[src/rtl/rampa_pwm_motores_pkg.sv]
// Shared types and constants for the soft-start / soft-stop motor PWM block.
// Optional feature macro: RAMPA_PARADA_EN (emergency stop input).
package rampa_pkg;

    typedef enum logic [1:0] {
        OFF       = 2'd0,
        RAMP_UP   = 2'd1,
        RUN       = 2'd2,
        RAMP_DOWN = 2'd3
    } state_t;

    localparam int N_CH = 3;
    localparam int CH_R = 0;
    localparam int CH_G = 1;
    localparam int CH_B = 2;

    // Full-scale duty for a given counter width.
    function automatic int pwm_max_of(input int bits);
        return (1 << bits) - 1;
    endfunction

    localparam int PWM_BITS_DEF = 8;
    localparam int PWM_MAX_DEF  = pwm_max_of(PWM_BITS_DEF);

endpackage

[src/rtl/rampa_pwm_motores_if.sv]
// Motor command / PWM drive bundle between the motor controller and the ramp stage.
interface rampa_pwm_motores_if;

    logic [2:0] motor_en;   // bit0=R, bit1=G, bit2=B run commands
    logic [2:0] pwm_out;    // PWM drive per channel
    logic [2:0] at_speed;   // channel at full duty
    logic       busy;       // any channel not OFF

    modport master (output motor_en, input pwm_out, input at_speed, input busy);
    modport slave  (input motor_en, output pwm_out, output at_speed, output busy);

endinterface

[src/rtl/rampa_pwm_motores_canal.sv]
// One ramp channel: run/stop FSM, duty ramp, period-aligned shadow duty and PWM compare.
// Optional feature macro: RAMPA_PARADA_EN (adds the synchronized stop input).
module canal_rampa
    import rampa_pkg::*;
#(
    parameter int PWM_BITS  = 8,
    parameter int RAMP_STEP = 8
) (
    input  logic                clk,
    input  logic                reset,
    input  logic [PWM_BITS-1:0] cnt,
    input  logic                step_tick,
`ifdef RAMPA_PARADA_EN
    input  logic                parada,
`endif
    input  logic                motor_en,
    output logic                pwm_out,
    output logic                at_speed,
    output logic                busy
);

    localparam logic [1:0] S_OFF  = OFF;
    localparam logic [1:0] S_UP   = RAMP_UP;
    localparam logic [1:0] S_RUN  = RUN;
    localparam logic [1:0] S_DOWN = RAMP_DOWN;

    localparam logic [PWM_BITS-1:0] DUTY_MAX = PWM_BITS'(pwm_max_of(PWM_BITS));
    localparam logic [PWM_BITS-1:0] CNT_LAST = PWM_BITS'(pwm_max_of(PWM_BITS) - 1);
    localparam logic [PWM_BITS-1:0] STEP     = PWM_BITS'(RAMP_STEP);

    logic [1:0]          state, state_nx;
    logic [PWM_BITS-1:0] duty, duty_nx, duty_sh;
    logic [PWM_BITS:0]   sum;
    logic                stop;

`ifdef RAMPA_PARADA_EN
    assign stop = parada;
`else
    assign stop = 1'b0;
`endif

    // Next state and duty: a run/stop change wins over a same-cycle ramp step.
    always_comb begin
        // NOTE: every output of this block gets a default first, so no path leaves a latch.
        state_nx = state;
        duty_nx  = duty;
        sum      = {1'b0, duty} + {1'b0, STEP};
        case (state)
            S_OFF: begin
                duty_nx = '0;
                if (motor_en) state_nx = S_UP;
            end
            S_UP: begin
                if (!motor_en) begin
                    state_nx = S_DOWN;
                end else if (step_tick) begin
                    if (sum >= {1'b0, DUTY_MAX}) begin
                        duty_nx  = DUTY_MAX;
                        state_nx = S_RUN;
                    end else begin
                        duty_nx = sum[PWM_BITS-1:0];
                    end
                end
            end
            S_RUN: begin
                duty_nx = DUTY_MAX;
                if (!motor_en) state_nx = S_DOWN;
            end
            default: begin
                if (motor_en) begin
                    state_nx = S_UP;
                end else if (step_tick) begin
                    if (duty <= STEP) begin
                        duty_nx  = '0;
                        state_nx = S_OFF;
                    end else begin
                        duty_nx = duty - STEP;
                    end
                end
            end
        endcase
        if (stop) begin
            state_nx = S_OFF;
            duty_nx  = '0;
        end
    end

    // State, duty, period-aligned shadow duty and registered PWM/status outputs.
    always_ff @(posedge clk or negedge reset) begin
        if (!reset) begin
            state    <= S_OFF;
            duty     <= '0;
            duty_sh  <= '0;
            pwm_out  <= 1'b0;
            at_speed <= 1'b0;
            busy     <= 1'b0;
        end else begin
            // NOTE: non-blocking assignments so every register samples pre-edge values.
            state <= state_nx;
            duty  <= duty_nx;
            if (stop)
                duty_sh <= '0;
            else if (cnt == CNT_LAST)
                duty_sh <= duty;
            pwm_out  <= !stop && (cnt < duty_sh);
            at_speed <= (state_nx == S_RUN);
            busy     <= (state_nx != S_OFF);
        end
    end

endmodule

[src/rtl/rampa_pwm_motores.sv]
// Soft-start / soft-stop PWM drive for the R, G and B dosing motors.
// Three ramp channels share one free-running PWM counter and one ramp-step prescaler.
// Optional feature macro: RAMPA_PARADA_EN (emergency stop input 'parada').
module rampa_pwm_motores
    import rampa_pkg::*;
#(
    parameter int PWM_BITS       = PWM_BITS_DEF,
    parameter int RAMP_STEP      = 8,
    parameter int TICKS_PER_STEP = 1000
) (
    input  logic                  clk,
    input  logic                  reset,
`ifdef RAMPA_PARADA_EN
    input  logic                  parada,
`endif
    rampa_pwm_motores_if.slave    bus
);

    localparam logic [PWM_BITS-1:0] CNT_LAST   = PWM_BITS'(pwm_max_of(PWM_BITS) - 1);
    localparam int                  PRESC_W    = (TICKS_PER_STEP > 1) ? $clog2(TICKS_PER_STEP) : 1;
    localparam logic [PRESC_W-1:0]  PRESC_LAST = PRESC_W'(TICKS_PER_STEP - 1);

    logic [PWM_BITS-1:0] cnt;
    logic [PRESC_W-1:0]  presc;
    logic                step_tick;
    logic [N_CH-1:0]     pwm_v, at_v, busy_v;

    assign step_tick = (presc == PRESC_LAST);

    // Free-running PWM counter, period PWM_MAX clocks.
    always_ff @(posedge clk or negedge reset) begin
        if (!reset)               cnt <= '0;
        else if (cnt == CNT_LAST) cnt <= '0;
        else                      cnt <= cnt + 1'b1;
    end

    // Ramp-step prescaler; step_tick marks its wrap.
    always_ff @(posedge clk or negedge reset) begin
        if (!reset)         presc <= '0;
        else if (step_tick) presc <= '0;
        else                presc <= presc + 1'b1;
    end

`ifdef RAMPA_PARADA_EN
    logic parada_m, parada_s;

    // Two-flop synchronizer for the asynchronous stop request.
    always_ff @(posedge clk or negedge reset) begin
        if (!reset) begin
            parada_m <= 1'b0;
            parada_s <= 1'b0;
        end else begin
            parada_m <= parada;
            parada_s <= parada_m;
        end
    end
`endif

    for (genvar i = 0; i < N_CH; i++) begin : g_canal
        canal_rampa #(
            .PWM_BITS  (PWM_BITS),
            .RAMP_STEP (RAMP_STEP)
        ) u_canal (
            .clk       (clk),
            .reset     (reset),
            .cnt       (cnt),
            .step_tick (step_tick),
`ifdef RAMPA_PARADA_EN
            .parada    (parada_s),
`endif
            .motor_en  (bus.motor_en[i]),
            .pwm_out   (pwm_v[i]),
            .at_speed  (at_v[i]),
            .busy      (busy_v[i])
        );
    end

    assign bus.pwm_out  = pwm_v;
    assign bus.at_speed = at_v;
    assign bus.busy     = |busy_v;

endmodule

[src/flat_wrapper.sv]
// flat-port wrapper written by rule: the top's interface ports become plain ports
module rampa_pwm_motores_flat import rampa_pkg::*;
#(
    parameter int PWM_BITS       = PWM_BITS_DEF,
    parameter int RAMP_STEP      = 8,
    parameter int TICKS_PER_STEP = 1000
)
  (clk, reset, bus_motor_en, bus_pwm_out, bus_at_speed, bus_busy);
  rampa_pwm_motores_if bus_i ();
  input  logic clk;
  input  logic reset;
  input wire logic [$bits(bus_i.motor_en)-1:0] bus_motor_en;
  output wire logic [$bits(bus_i.pwm_out)-1:0] bus_pwm_out;
  output wire logic [$bits(bus_i.at_speed)-1:0] bus_at_speed;
  output wire logic [$bits(bus_i.busy)-1:0] bus_busy;
  assign bus_i.motor_en = bus_motor_en;
  assign bus_pwm_out = bus_i.pwm_out;
  assign bus_at_speed = bus_i.at_speed;
  assign bus_busy = bus_i.busy;
  rampa_pwm_motores #(.PWM_BITS(PWM_BITS), .RAMP_STEP(RAMP_STEP), .TICKS_PER_STEP(TICKS_PER_STEP)) u_core (.clk(clk), .reset(reset), .bus(bus_i));
endmodule
[config.mk]
export PLATFORM = sky130hd
export DESIGN_NAME = rampa_pwm_motores_flat
export DESIGN_NICKNAME = d
export VERILOG_FILES = /design/src/rtl/rampa_pwm_motores_pkg.sv /design/src/rtl/rampa_pwm_motores_if.sv /design/src/rtl/rampa_pwm_motores_canal.sv /design/src/rtl/rampa_pwm_motores.sv /design/src/flat_wrapper.sv
export SDC_FILE = /design/constraint.sdc
export NUM_CORES = 1
export LEC_CHECK = 0
export CORE_MARGIN = 1.5
export CORE_UTILIZATION = 35
export CTS_BUF_LIST = sky130_fd_sc_hd__clkbuf_8
export DETAILED_ROUTE_END_ITERATION = 7
export PLACE_DENSITY_LB_ADDON = 0.12
export SYNTH_ARGS = -nofsm -noshare
export SYNTH_HDL_FRONTEND = slang
export SYNTH_SLANG_ARGS = --single-unit
[constraint.sdc]
create_clock -name clk -period 2.3 [get_ports clk]
set_input_delay 0.23 -clock clk [delete_from_list [all_inputs] [get_ports clk]]
set_output_delay 0.23 -clock clk [all_outputs]
set_load 0.01 [all_outputs]
* Word level (Yosys, flattened, before mapping)
Cells that the tools add are included.
Storage, ports and cells: flip-flop bits (word level) 81, output and inout port bits 7, word-level logic and storage cells 120
Operators by class: add/subtract/negate cells 8, order comparisons 9, equal/unequal tests 20, muxes and demuxes 50, reduce and logical (&&, ||, !) cells 13
Operator list (number):
- 8-bit 2-to-1 mux | 19
- 8-bit case mux with 3 select lines | 3
- 2-bit 2-to-1 mux | 24
- 8-bit by 4-bit adder with 9-bit output, second input constant | 3
- 9-bit by 8-bit greater-or-equal comparator with 1-bit output, second input constant | 3
- 8-bit by 4-bit less-or-equal comparator with 1-bit output, second input constant | 3
- 8-bit < comparator | 3
- 8-bit by 4-bit subtractor with 8-bit output, second input constant | 3
- 2-bit case mux with 3 select lines | 3
- 2-bit equality test, second input constant | 6
- 4-bit by 1-bit inequality test with 1-bit output, second input constant | 3
- 4-bit AND reduction | 3
- 4-bit nonzero test | 3
- 10-bit by 1-bit adder with 10-bit output, second input constant | 1
- 10-bit equality test, second input constant | 1
- 10-bit 2-to-1 mux | 1
- 8-bit by 1-bit adder with 8-bit output, second input constant | 1
- 8-bit equality test, second input constant | 1
- 2-bit inequality test, second input constant | 4
- 2-bit by 1-bit equality test with 1-bit output, second input constant | 3
- 2-bit logical NOT | 3
- 2-bit nonzero test | 3
- 2-bit by 1-bit inequality test with 1-bit output, second input constant | 2
- 3-bit OR reduction | 1

* Longest topological paths before layout
Gate-level depths: netlist of run 1.
word-level depth 7, mapped depth 8, depth with buffers taken out 7

* Modules after synthesis
Synthesis of run 1 repeated with hierarchy kept, for this count alone.
Second synthesis, totals: cell total of the unflattened synthesis 549, area, all modules 4902.2 sq um
Modules (own cells, without submodules):
- canal_rampa | instances 3, cells an instance 155, area each 1341.3 sq um, seq. area each 425.4 sq um
- rampa_pwm_motores | instances 1, cells an instance 84, area each 878.3 sq um, seq. area each 450.4 sq um

* Worst setup path before layout of run 1
OpenSTA, ideal clock, no wires.
path kind reg-to-reg, start register u_core.presc[0], end register u_core.g_canal[2].u_canal.at_speed, setup time 0.078 ns, arrival time 1.900 ns, required time 2.222 ns, path slack 0.323 ns, stages on the path, launching flop included 7, path buffers 0, clock period less this slack 1.977 ns, path through dfrtp_1 > ha_1 > nand4bb_4 > or3_4 > a21o_1 > or4b_1 > a21oi_1
Between the ends: word-level cells in the longest chain between the ends 5
RTL lines:
- start, declared | line rampa_pwm_motores.sv:24 | logic [PRESC_W-1:0] presc;
- start signal, assigned | line rampa_pwm_motores.sv:41 | else presc <= presc + 1'b1;
- 10-bit equality test * | line rampa_pwm_motores.sv:28 | assign step_tick = (presc == PRESC_LAST);
- 2-bit 2-to-1 mux, on equally long branches | line rampa_pwm_motores_canal.sv:72, rampa_pwm_motores_canal.sv:56
- 2-bit 2-to-1 mux, on equally long branches | line rampa_pwm_motores_canal.sv:70, rampa_pwm_motores_canal.sv:54
- 2-bit case mux with 3 select lines * | line rampa_pwm_motores_canal.sv:48 | case (state)
- 2-bit equality test * | line rampa_pwm_motores_canal.sv:106 | at_speed <= (state_nx == S_RUN);
- end signal, assigned | line rampa_pwm_motores_canal.sv:106
- end, declared | line rampa_pwm_motores_canal.sv:18 | output logic at_speed,
Mark *: on every way between the ends. The rest lies on a longest branch, timed or not. A chain may end at the register's enable or synchronous reset.

* Final worst setup path of run 1
Same ends and word-level chain as after synthesis.

==> results.md, run 1 <==
- Hold crit path type: in2async
- DPL Wire Length: 7230 um
- Slowest stage delay, CP: 480 ps
- Drt wl/cell: 14.9 um
- First-pass GRT wire length: 18100 um
- Final Max Tran Viols: 0
- Synth cell types: between 60 and 70
- Number of diodes: 0
- Clock Skew: 13.5 ps
- # setup viols final: 0
- I/O Buffers: 11
- CTS tree: done
- Final cell utilization of the core: 40.2%
- Clock transition at path regs: 80 ps
- I/O Pins: 12
- Maximum clock rate: 452 MHz
- Synth Cell Area: 4550 um^2
- Residual DRC count: 0
- Cts bufs inserted: 9
- Tcrit/Tclk final: 96.1%
- DRT iter0 DRCs: about 220
- WP buf/inv: 0
- Gpl congestion: between 0.8 and 0.9
- Peak supply drop: 0.000416 V
- Share of layout cells above drive strength 1: around 10%
- Final ANT Viol Nets: 0
- Site Rows: 41
- R2R Setup Slk: just under 90 ps
- Relative slew slack: between 30% and 40%
- Crit Path Category: reg2reg
- Pwr Density: approximately 1000 nW/um^2
- RSZ-0062 raised after global routing: false
- Main flop type after synthesis: dfrtp_1
- Fill count: 1330
- Die width: around 120 um
- CP cell instances: ha_4 -> nand4bb_4 -> or3_4 -> a21o_1 -> or4b_1 -> a21oi_1
- Max-cap check violation count: 0
- CP arrival: 2500 ps
- Seq/Total Area, Yosys: 37.9%
- Avg Cell Area, Syn: 8.60 um^2
- Worst setup SP type: flop
- Total number of H-tree levels: 3
- Initial antenna violation count: 0
- # nets final: 578
- Clk buf depth: 2
- Commonest non-fill, non-tap cells in the layout: dfrtp_1 (69), nand2_1 (54), o21ai_0 (47)
- Crit path max fanout: 7
- Drt via density: 5.36
- Ys async rst share: 100%
- Seq cells post-synth: 69
- Failing checks: hold timing
- Worst-margin pin slew: 919 ps
- Clk_lat worst skew: about 370 ps
- Status: finished, violations left
- Via count: between 3000 and 4000
- Final Critical Period: 2210 ps
- Leak pwr: between 0.002 and 0.0025 uW
- Slowest cell on the critical path: or3_4
- Yosys warning count: 0
- Clk root buf: clkbuf_8
- Core ar.: 12700 um^2
- Setup TNS: 0 ps
- Largest net degree at the start of global routing: 70
- Post-synth EDFFs: 0
- Hold_buf cts: 0
- WHS: -55.9 ps
- Syn nets: 567
- CP Capture Type: flop
- Drt first pass iters: 4
- Worst path top cell family by delay: simple AND/OR/NAND/NOR gates
- Most common cell after layout, fill and taps aside: dfrtp_1
- Worst path required time: approximately 2600 ps
- Syn Inst Count: around 530
- Vias in the first global route: 3650
- Die Y: 117 um
- Gr ovfl total: 0
- Final WL: 10700 um
- Final hold violation count: 18
- GRT Overall Usage: between 10% and 20%
- Initial Util: roughly 36%
- Clk sinks: 69
- Area grow syn2layout: 11.9%
- Die area: around 14000 um^2
## flip-flops by register name, summed over array words and instances, names as in the netlist
name                             count
u_core.g_canal.u_canal.state         6
u_core.g_canal.u_canal.busy          3
u_core.g_canal.u_canal.duty         18
u_core.g_canal.u_canal.duty_sh      18
u_core.cnt                           8
u_core.presc                        10
u_core.g_canal.u_canal.at_speed      3
u_core.g_canal.u_canal.pwm_out       3
## synthesized netlist by cell type (all sizes together), types with 4 or more instances
cell | number | share of area, %
nand2 | 54 | 4.5
nand4 | 9 | 1.2
a31o | 6 | 1.2
xor2 | 9 | 1.7
a21boi | 5 | 0.82
xnor2 | 15 | 2.9
a21oi | 32 | 3.5
ha | 33 | 9.1
and2 | 5 | 0.69
or2 | 4 | 0.55
clkbuf | 24 | 2.0
a31oi | 11 | 1.5
nand3 | 18 | 2.0
nand2b | 4 | 0.55
o21ai | 47 | 5.2
a2111oi | 4 | 0.77
nor3 | 10 | 1.1
or3 | 5 | 0.80
o21a | 6 | 0.99
nor2 | 40 | 3.3
nor2b | 10 | 1.4
a21o | 4 | 0.66
inv | 36 | 3.0
buf | 11 | 1.5
dfrtp | 69 | 38
o31ai | 7 | 1.3
nor3b | 4 | 0.66
## layout make-up
type	instances	area, um^2	area share [%]
Timing Repair Buffer	34	280	5.50
Clock inverter	3	12.5	0.246
Multi-Input combinational cell	390	2560	50.2
Clock buffer	12	165	3.24
Sequential cell	69	1730	33.9
Inverter	36	135	2.65
Tap cell	172	215	4.22
## power by group
part	internal [uW]	total [uW]	switching (uW)
logic	1040	2270	1230
clock network	465	942	477
registers	1430	1890	455
total	2940	5100	2160
## worst reg2reg max path, cell delays in order (launching register included)
cell	delay, ps
dfrtp_1	430
ha_4	190
nand4bb_4	190
or3_4	480
a21o_1	210
or4b_1	480
a21oi_1	170
## cell families after synthesis
logic type	Yosys count	share of synthesized area [%]
AND/OR/NAND/NOR	175	19.2
AO/OA/AOI/OAI	153	21.8
buffers and inverters	71	6.43
flip-flops	69	37.9
adder cells (fa/ha/maj)	34	9.29
XOR/XNOR	24	4.62
multiplexers	3	0.660
## final timing paths
check,start,depth (start not counted),endpoint
max,u_core.presc[0]$_DFF_PN0_,6,u_core.g_canal[2].u_canal.at_speed$_DFF_PN0_
min,reset,1,u_core.cnt[5]$_DFF_PN0_
max reg2reg,u_core.presc[0]$_DFF_PN0_,6,u_core.g_canal[2].u_canal.at_speed$_DFF_PN0_
min reg2reg,u_core.cnt[0]$_DFF_PN0_,1,u_core.cnt[0]$_DFF_PN0_
max in group asynchronous,reset,1,u_core.presc[6]$_DFF_PN0_
min in group clk,u_core.cnt[0]$_DFF_PN0_,1,u_core.cnt[0]$_DFF_PN0_
## routing by layer
metal  vias up  part of all wire [%]  track usage [%]
met2        61                    48             28.0
li1       1898                     -                -
met4         0                   1.3             5.06
met5         -                     0                0
met3        11                   3.6             4.74
met1      1865                    47             21.9
## through the flow
stage / instance area [um^2] / setup WS [ps] / hold slack (ps) / power, uW / instances
2_1_floorplan: 4550 / 323 / -65.6 / 3510 / 529
3_3_place_gp: 4880 / 123 / 439 / 4160 / 698
3_5_place_dp: 4880 / 46.5 / 441 / 4160 / 698
4_1_cts: 5060 / 31.4 / 32.0 / 5140 / 713
5_1_grt: 5090 / 9.55 / 61.6 / 5530 / 716
6_report: 5090 / 88.7 / -55.9 / 5100 / 716
## timing repair
action,CTS,global route
endpoints found under the setup margin,0,1
gates resized for setup,0,2
setup buffers,0,2
endpoints found under the hold margin,0,0
Power figures use the tool's default switching activity.
==> run 2: changes to the inputs <==
Settings changed: CORE_UTILIZATION 35 to 25, TNS_END_PERCENT set to 10.
==> results.md, run 2 (synthesis results as in run 1) <==
- Number of diodes: 0 (unchanged)
- Core ar.: 17900 um^2 (+41%)
- Post-CTS Setup Bufs: 0 (unchanged)
- First-pass GRT wire length: 19700 um (+9.0%)
- Residual DRC count: 0 (unchanged)
- CP Capture Type: flop
- I/O Pins: 12 (unchanged)
- Crit path max fanout: 9 (+2)
- CP arrival: 2400 ps (-100 ps)
- Initial antenna violation count: 0 (unchanged)
- Most common cell after layout, fill and taps aside: dfrtp_1
- # nets final: 581 (+0.52%)
- Initial Util: 25.4% (-10 points)
- CTS tree: done
- Leak pwr: 0.00209 uW (+0.75%)
- Die width: 138 um (+18%)
- Final Worst Setup Slack: 183 ps (+94.8 ps)
- Clk root buf: clkbuf_8
- Clk sinks: 69 (unchanged)
- Final Max Tran Viols: 0 (unchanged)
- Pre-CTS setup slack: 191 ps (+144 ps)
- Final hold violation count: 0 (-18)
- Total number of H-tree levels: 3 (unchanged)
- Area grow syn2layout: 14.1%
- Drt via density: 4.88 (-9.0%)
- Worst R2R Path Depth: 6 (unchanged)
- # setup viols final: 0 (unchanged)
- DPL Wire Length: 8060 um (+11%)
- Die area: 19000 um^2 (+39%)
- Final Critical Period: 2120 ps (-94.8 ps)
- Drt first pass iters: 4 (unchanged)
- RSZ-0062 raised after global routing: false
- Final ANT Viol Nets: 0 (unchanged)
- Relative slew slack: 61.2% (+23 points)
- Clk buf depth: 2 (unchanged)
- Final WL: 11500 um (+7.8%)
- Site Rows: 49 (+20%)
- Clock Skew: 7.98 ps (-5.54 ps)
- Crit Path Category: reg2reg
- DRT iter0 DRCs: 169 (-22%)
- Clock transition at path regs: 80 ps (about the same)
- Status: completed
- Commonest non-fill, non-tap cells in the layout: dfrtp_1 (69), nand2_1 (54), o21ai_0 (47)
- Max-cap check violation count: 0 (unchanged)
- R2R Setup Slk: 180 ps (+90 ps)
- Pwr Density: 993 nW/um^2 (-0.82%)
- Hold crit path type: in2async
- Setup TNS: 0 ps (unchanged)
- Cts bufs inserted: 9 (unchanged)
- Clk_lat worst skew: 360 ps (about the same)
- GRT Overall Usage: 13.3% (-3.7 points)
- I/O Buffers: 11 (unchanged)
- Share of layout cells above drive strength 1: 10.6% (+0.47 points)
- Worst setup SP type: flop
- Maximum clock rate: 472 MHz (+4.5%)
- Peak supply drop: 0.000407 V (-2.2%)
- WHS: 371 ps (+427 ps)
- Via count: 3789 (-1.2%)
- Worst-margin pin slew: 567 ps (-352 ps)
- Capturing point of the worst reg2reg path: u_core.g_canal[2].u_canal.at_speed$_DFF_PN0_
- Regs by FF count: u_core.g_canal.u_canal.duty: 18 flops, u_core.g_canal.u_canal.duty_sh: 18 flops, u_core.presc: 10 flops
- Drt wl/cell: 14.8 um (-0.68%)
- Die Y: 138 um (+18%)
- FF-to-FF Start: u_core.presc[0]$_DFF_PN0_
- Vias in the first global route: 3759 (+3.0%)
- Gpl congestion: 0.780 (-7.0%)
- Largest net degree at the start of global routing: 41 (-41%)
- Final cell utilization of the core: 29.0% (-11 points)
- Gr ovfl total: 0 (unchanged)
- Tcrit/Tclk final: 92.0% (-4.1 points)
- Post-CTS sizing: 0 (unchanged)
- Worst path required time: 2590 ps (about the same)
==> run 2: layer usage <==
| layer | GRT usage, % | up-vias | share of wire [%] |
|---|---|---|---|
| met5 | 0 | - | 0 |
| met4 | 3.70 | 0 | 1.3 |
| li1 | - | 1896 | - |
| met1 | 17.5 | 1834 | 49 |
| met3 | 3.62 | 12 | 2.8 |
| met2 | 21.5 | 47 | 47 |
==> run 2: critical path, cell delays in order, from the launching register on <==
cell and delay [ps]:
dfrtp_1 390, ha_1 260, nand4bb_4 120, or3_4 440, a21o_1 210, or4b_1 480, a21oi_1 160
==> run 2: power by group <==
part / internal [uW] / switching (uW)
clock: 441 / 498
sequential: 1430 / 485
combinational: 1050 / 1250
total: 2920 / 2230
==> run 2: worst max-delay path by stage <==
stage / from / end / slack [ps] / cells past startpoint
after global routing: u_core.g_canal[0].u_canal.duty[3]$_DFFE_PN0P_ / u_core.g_canal[0].u_canal.at_speed$_DFF_PN0_ / 20 / 6
after global placement: u_core.presc[0]$_DFF_PN0_ / u_core.g_canal[2].u_canal.at_speed$_DFF_PN0_ / 210 / 6
after floorplan: u_core.presc[0]$_DFF_PN0_ / u_core.g_canal[2].u_canal.at_speed$_DFF_PN0_ / 320 / 6
after CTS: u_core.presc[0]$_DFF_PN0_ / u_core.g_canal[2].u_canal.at_speed$_DFF_PN0_ / 160 / 6
final: u_core.presc[0]$_DFF_PN0_ / u_core.g_canal[2].u_canal.at_speed$_DFF_PN0_ / 180 / 6
after detailed placement: u_core.presc[0]$_DFF_PN0_ / u_core.g_canal[2].u_canal.at_speed$_DFF_PN0_ / 190 / 6
==> run 2: layout make-up <==
cell class                      count  area (um^2)
Sequential cell                    69         1730
Inverter                           36          135
Timing Repair Buffer               38          325
Fill cell                        1946        12700
Clock inverter                      5         26.3
Tap cell                          229          287
Multi-Input combinational cell    389         2540
Clock buffer                       11          151
==> run 2: what timing repair did <==
item / 4_1_cts / 5_1_grt
hold endpoints to repair: 35 / 0
setup endpoints to repair: 0 / 0
hold buffers: 1 / 0
==> run 2: stage by stage <==
stage	power, uW	cell area, um^2	std cells
after floorplan	3510	4550	529
after global placement	4240	5000	760
after detailed placement	4220	5000	760
after CTS	5220	5190	777
after global routing	5630	5190	777
final	5150	5190	777
